[config.mk]
export PLATFORM = sky130hd
export DESIGN_NAME = mem_arbiter
export DESIGN_NICKNAME = d
export VERILOG_FILES = /design/src/rtl/mem_arbiter_pkg.sv /design/src/rtl/mem_arbiter_rr_arb2.sv /design/src/rtl/mem_arbiter.sv
export SDC_FILE = /design/constraint.sdc
export NUM_CORES = 1
export LEC_CHECK = 0
export ABC_CLOCK_PERIOD_IN_PS = 3200
export CAP_MARGIN = 20
export CELL_PAD_IN_SITES_DETAIL_PLACEMENT = 1
export CELL_PAD_IN_SITES_GLOBAL_PLACEMENT = 2
export CORE_ASPECT_RATIO = 0.9
export CORE_UTILIZATION = 10
export CTS_BUF_LIST = sky130_fd_sc_hd__clkbuf_4 sky130_fd_sc_hd__clkbuf_8 sky130_fd_sc_hd__clkbuf_16
export CTS_CLUSTER_SIZE = 10
export DETAILED_ROUTE_END_ITERATION = 8
export GPL_ROUTABILITY_DRIVEN = 0
export GPL_TIMING_DRIVEN = 1
export PLACE_DENSITY_LB_ADDON = 0.1
export SYNTH_ARGS = -nofsm -noshare
export SYNTH_HDL_FRONTEND = slang
export SYNTH_HIERARCHICAL = 1
export SYNTH_SLANG_ARGS = --single-unit
[constraint.sdc]
create_clock -name clk -period 3.2 [get_ports clk]
set_input_delay 0.64 -clock clk [delete_from_list [all_inputs] [get_ports clk]]
set_output_delay 0.64 -clock clk [all_outputs]
set_load 0.01 [all_outputs]
[src/rtl/mem_arbiter_pkg.sv]
`default_nettype none
// ============================================================================
// Module      : mem_arbiter_pkg
// Description : Shared constants for the BRAM arbiter. This covers the FSM
//               state encodings, the owner tags for in-flight reads and the
//               full-word strobe.
// Revision    : 1.0 - initial release
// ============================================================================
package mem_arbiter_pkg;

    // Arbiter FSM states
    localparam logic [1:0] ST_IDLE   = 2'd0;
    localparam logic [1:0] ST_RMW_RD = 2'd1;
    localparam logic [1:0] ST_RMW_WR = 2'd2;

    // Owner of the read currently in flight in the BRAM pipeline
    localparam logic OWN_I = 1'b0;
    localparam logic OWN_D = 1'b1;

    // Strobe pattern that writes a whole word without a read-modify-write
    localparam logic [3:0] WSTRB_FULL = 4'hF;

endpackage : mem_arbiter_pkg
`default_nettype wire

[src/rtl/mem_arbiter_rr_arb2.sv]
`default_nettype none
// ============================================================================
// Module      : rr_arb2
// Description : Two-requester picker for the fetch (I) and data (D) ports.
//               It uses round-robin on ties. DATA_PRIO=1 makes D always win
//               a tie.
// Ports       : clk, rst_n      - clock, async active-low reset
//               en              - grants allowed this cycle
//               req_i, req_d    - requests
//               gnt_i, gnt_d    - one-hot (or zero) grants
// Revision    : 1.0 - initial release
// ============================================================================
module rr_arb2 #(
    parameter int DATA_PRIO = 0
) (
    input  logic clk,
    input  logic rst_n,
    input  logic en,
    input  logic req_i,
    input  logic req_d,
    output logic gnt_i,
    output logic gnt_d
);

    // 1 = data port is favoured on the next tie
    logic prio_d_q;
    logic prio_d_d;
    logic w_d_wins_tie;

    assign w_d_wins_tie = (DATA_PRIO != 0) || prio_d_q;

    always_comb begin
        gnt_d    = en && req_d && (!req_i || w_d_wins_tie);
        gnt_i    = en && req_i && !(req_d && w_d_wins_tie);
        prio_d_d = prio_d_q;
        // After a tie the pointer moves to whichever port lost.
        if (en && req_i && req_d) begin
            prio_d_d = gnt_i;
        end
    end

    always_ff @(posedge clk or negedge rst_n) begin
        if (!rst_n) begin
            prio_d_q <= 1'b1;
        end else begin
            prio_d_q <= prio_d_d;
        end
    end

endmodule : rr_arb2
`default_nettype wire

[src/rtl/mem_arbiter.sv]
`default_nettype none
// ============================================================================
// Module      : mem_arbiter
// Description : Lets the instruction-fetch port and the load/store port share
//               one single-port word BRAM.
//               - Reads are pipelined, so one read can issue per cycle.
//               - Sub-word stores are done as a read-modify-write.
// Ports       : i_*  - fetch port (req/addr in, ack/rdata/rvalid out)
//               d_*  - data port (req/we/addr/wdata/wstrb in, ack/rdata/rvalid out)
//               m_*  - BRAM side (rd_en/addr/wr_en/wr_data out, rd_data/rd_valid in)
// Revision    : 1.0 - initial release
// ============================================================================
module mem_arbiter
    import mem_arbiter_pkg::*;
#(
    parameter int ADDR_W    = 13,
    parameter int DATA_W    = 32,
    parameter int DATA_PRIO = 0
) (
    input  logic              clk,
    input  logic              rst_n,
    input  logic              i_req,
    input  logic [ADDR_W-1:0] i_addr,
    output logic              i_ack,
    output logic [DATA_W-1:0] i_rdata,
    output logic              i_rvalid,
    input  logic              d_req,
    input  logic              d_we,
    input  logic [ADDR_W-1:0] d_addr,
    input  logic [DATA_W-1:0] d_wdata,
    input  logic [3:0]        d_wstrb,
    output logic              d_ack,
    output logic [DATA_W-1:0] d_rdata,
    output logic              d_rvalid,
    output logic              m_rd_en,
    output logic [ADDR_W-1:0] m_addr,
    input  logic [DATA_W-1:0] m_rd_data,
    input  logic              m_rd_valid,
    output logic              m_wr_en,
    output logic [DATA_W-1:0] m_wr_data
);

    logic [1:0]        state_q;
    logic [1:0]        state_d;
    logic              inflight_q;
    logic              inflight_d;
    logic              tag_q;
    logic              tag_d;
    logic              w_gnt_i;
    logic              w_gnt_d;
    logic              w_arb_en;
    logic [DATA_W-1:0] w_merged;

    // Grants are suppressed while reset is asserted, so that every output
    // stays low even if requests are present during reset.
    assign w_arb_en = rst_n && (state_q == ST_IDLE);

    rr_arb2 #(
        .DATA_PRIO (DATA_PRIO)
    ) u_rr_arb2 (
        .clk   (clk),
        .rst_n (rst_n),
        .en    (w_arb_en),
        .req_i (i_req),
        .req_d (d_req),
        .gnt_i (w_gnt_i),
        .gnt_d (w_gnt_d)
    );

    // Byte merge for read-modify-write. The BRAM word read back is combined
    // with the store data, one lane at a time.
    for (genvar k = 0; k < 4; k++) begin : g_lane
        assign w_merged[8*k +: 8] = d_wstrb[k] ? d_wdata[8*k +: 8] : m_rd_data[8*k +: 8];
    end

    always_comb begin
        state_d    = state_q;
        inflight_d = 1'b0;      // a read is in flight for exactly one cycle
        tag_d      = tag_q;
        i_ack      = 1'b0;
        d_ack      = 1'b0;
        m_rd_en    = 1'b0;
        m_wr_en    = 1'b0;
        m_addr     = '0;
        m_wr_data  = '0;
        case (state_q)
            ST_IDLE: begin
                if (w_gnt_i) begin
                    m_rd_en    = 1'b1;
                    m_addr     = i_addr;
                    i_ack      = 1'b1;
                    inflight_d = 1'b1;
                    tag_d      = OWN_I;
                end else if (w_gnt_d) begin
                    m_addr = d_addr;
                    if (!d_we) begin
                        m_rd_en    = 1'b1;
                        d_ack      = 1'b1;
                        inflight_d = 1'b1;
                        tag_d      = OWN_D;
                    end else if (d_wstrb == WSTRB_FULL) begin
                        m_wr_en   = 1'b1;
                        m_wr_data = d_wdata;
                        d_ack     = 1'b1;
                    end else if (d_wstrb == 4'h0) begin
                        d_ack = 1'b1;
                    end else begin
                        // The RMW read leaves inflight clear, so it never raises an rvalid.
                        m_rd_en = 1'b1;
                        state_d = ST_RMW_RD;
                    end
                end
            end
            ST_RMW_RD: begin
                m_addr    = d_addr;
                m_wr_en   = 1'b1;
                m_wr_data = w_merged;
                d_ack     = 1'b1;
                state_d   = ST_RMW_WR;
            end
            ST_RMW_WR: begin
                state_d = ST_IDLE;
            end
            default: begin
                state_d = ST_IDLE;
            end
        endcase
    end

    always_ff @(posedge clk or negedge rst_n) begin
        if (!rst_n) begin
            state_q    <= ST_IDLE;
            inflight_q <= 1'b0;
            tag_q      <= OWN_D;
        end else begin
            state_q    <= state_d;
            inflight_q <= inflight_d;
            tag_q      <= tag_d;
        end
    end

    // Response routing by owner tag
    assign i_rvalid = m_rd_valid && inflight_q && (tag_q == OWN_I);
    assign d_rvalid = m_rd_valid && inflight_q && (tag_q == OWN_D);
    assign i_rdata  = (tag_q == OWN_I) ? m_rd_data : '0;
    assign d_rdata  = (tag_q == OWN_D) ? m_rd_data : '0;

`ifndef SYNTHESIS
    // Requesters must hold their request until it is acknowledged.
    a_i_req_held: assert property (@(posedge clk) disable iff (!rst_n)
        (i_req && !i_ack) |=> i_req);
    a_d_req_held: assert property (@(posedge clk) disable iff (!rst_n)
        (d_req && !d_ack) |=> d_req);
    a_no_rd_wr: assert property (@(posedge clk) disable iff (!rst_n)
        !(m_rd_en && m_wr_en));
`endif

endmodule : mem_arbiter
`default_nettype wire

==> reports/results.ini <==
[sta]
finalMaxSlewViolations = 0
worst_pin_slew_ns = 0.5705
clock_skew_ns = 0.0001190
worst_slack_ns = 0.05054
post-route-period-util = 0.9842
hold_ws_ns = 0.3199
setup_tns_ns = 0
rsz0062_at_grt = yes
max_freq_mhz = 317.5
slew_headroom = 0.6183
hold_viol_final = 0
setup_viol_count_final = 0
finalCriticalPeriod_ns = 3.149

[worst_setup_path]
crit_start = d_req
worst_setup_path_end_kind = output port
reg2reg_depth = 9
crit_fanout = 8
r2r-end = state_q[0]
worst_path_largest_cell_delay_ns = 0.54
crit_arrival_ns = 2.51
cp_slowest_cell = or4b_4
worstSetupPathType = primary input to output port
ff2ff_setup_slack_ns = 1.14
r2r_start = state_q[0]
required_ns = 2.56
endpoint = m_wr_data[27]
path_cells = dlygate4sd2_1 -> nand2_2 -> a21oi_2 -> or4b_4 -> buf_6 -> o32ai_4 -> buf_12 -> a22o_1 -> buf_2
startpoint_type = primary input

[floorplan]
pin_count = 215
core_area_um2 = 12690
fp.dieH_um = 110.1
die_area_um2 = 13450
fp.dieW_um = 122.1
start_util = 0.1024
fp-row-count = 39

[grt]
grt_usage = 0.1136
grt_overflow_total = 0
grt_max_degree = 35
grt_pass1_vias = 2323
antenna_found_initial = 0
grt_pass1_wl_mm = 11.99

[synthesis]
yosysTopAreaCellShare = 0.3035
synth_area_leaders = a22o_1, and2_1, nor2b_1
synth-main-ff-cell = dfrtp_1
ys_ff_latch = 5
yosysMostFrequentCell = a22o_1
synth_edf_count = 0
yosysUniqueCellTypes = 25
synthTopCellsByCount = a22o_1, and2_1, nor2b_1
synth_largest_area_cell = a22o_1
ys_async_sr_fraction = 1.000
ys_warn_count = 6
ys_seq_area_frac = 0.09827
synth_area_per_cell_um2 = 7.640
syn_nets = 270
netlist_area_um2 = 1299
syn_inst = 170

[place]
place_area_um2 = 3846
dp_worst_setup_slack_ns = -0.7492
dp_hpwl_mm = 6.829
portBuffers = 214

[clock_tree]
cts_tree = done
cts_buffers = 3
htreeDepth = 1
root_buffer = clkbuf_16
clkTransAtPathRegs_ns = 0.03
clock_path_buffers = 2
clk_latency_ns = 0.23
clock-sinks = 5
hold_buffers = 0

[finish]
nNetsFinal = 514
antennaDiodeCount = 0
design_area_um2 = 3887
syn2layout_area_growth_pct = 199.3
drive_gt1_frac = 0.2131

[route]
dr_total_vias = 2276
drtIter0Drc = 52
ant_nets = 0
wl_per_cell_um = 14.31
wl_mm = 8.259
viasPerCell = 3.945
drc = 0
dr.pass1.iters = 4

[flow_run]
cap_viol_max_count = 0

[power]
p_total_mw = 1.417
p_per_area_nw_per_um2 = 364.6
ir_worst_vdd_v = 0.0001368
leakagePower_nw = 1.684

[outcome]
status = finished clean

[min_path]
min_path_type = primary input to asynchronous set/reset pin

==> power breakdown <==
| part | switching, mW | internal (mW) |
|---|---|---|
| sequential | 0.0125 | 0.0870 |
| clock | 0.0451 | 0.174 |
| combinational | 0.461 | 0.638 |
==> layout make-up <==
type	count	area (um2)
sequential	5	127.6
timing repair buffer	249	2317
clock buffer	4	82.58
fill	1508	8800
multi-input combinational	146	1121
inverter	9	33.78
tap	164	205.2
==> layer usage <==
layer / vias to the layer above / share of wire / GRT usage
met5: - / 0 / 0
met4: 0 / 0.011 / 0.02178
met3: 6 / 0.13 / 0.05298
met2: 120 / 0.49 / 0.2054
met1: 1043 / 0.37 / 0.1212
li1: 1107 / - / -
==> flip-flops by register name, summed over array words and instances (netlist names) <==
signal              cells
tag_q                   1
inflight_q              1
u_rr_arb2/prio_d_q      1
state_q                 2
==> cells by family (layout without fill, tap and decap cells) <==
logic type | after synthesis | after routing | share of synthesized area
AND/OR/NAND/NOR | 87 | 87 | 0.4056
AO/OA/AOI/OAI | 58 | 58 | 0.4287
buffers and inverters | 19 | 262 | 0.06069
flip-flops | 5 | 5 | 0.09826
XOR/XNOR | 1 | 1 | 0.006745
==> stage by stage <==
step / cells / utilization
3_5_place_dp: 565 / 0.3032
3_3_place_gp: 565 / 0.3032
6_report: 577 / 0.3064
5_1_grt: 577 / 0.3064
2_1_floorplan: 170 / -
4_1_cts: 575 / 0.3085
==> worst min path at each step <==
stage	endpoint	slack, ns	cells past startpoint
floorplan	inflight_q	0.34	0
global placement	u_rr_arb2/prio_d_q	0.49	1
detailed placement	u_rr_arb2/prio_d_q	0.50	1
CTS	inflight_q	0.46	2
global route	inflight_q	0.33	2
finish	inflight_q	0.32	2
==> what timing repair did <==
action                                  CTS  global route
resized for setup                       133            24
cloned                                    1             0
endpoints found under the setup margin   49            48
pin swaps                                 5             8
buffers inserted                          5             2
==> worst max-delay path: cells and delay by family <==
| kind | cells | cell delay, ns |
|---|---|---|
| buffers and inverters | 4 | 0.73 |
| AOI/OAI and AO/OA | 3 | 0.53 |
| and+or+nand+nor | 2 | 0.61 |
==> cell usage in the layout, fill, tap and decap left out, drive strengths merged, types with 3 or more instances in the layout <==
cell type      Yosys  final
a22o              45     45
dfrtp              3      3
a21oi              4      4
buf                1     68
nand2              4      4
nor2               8      8
inv                9      9
and2              33     33
clkdlybuf4s50      0    174
nor2b             33     33
clkbuf             9      5
o32ai              4      4
dlymetal6s2s       0      4
(Power assumes the default switching activity.)
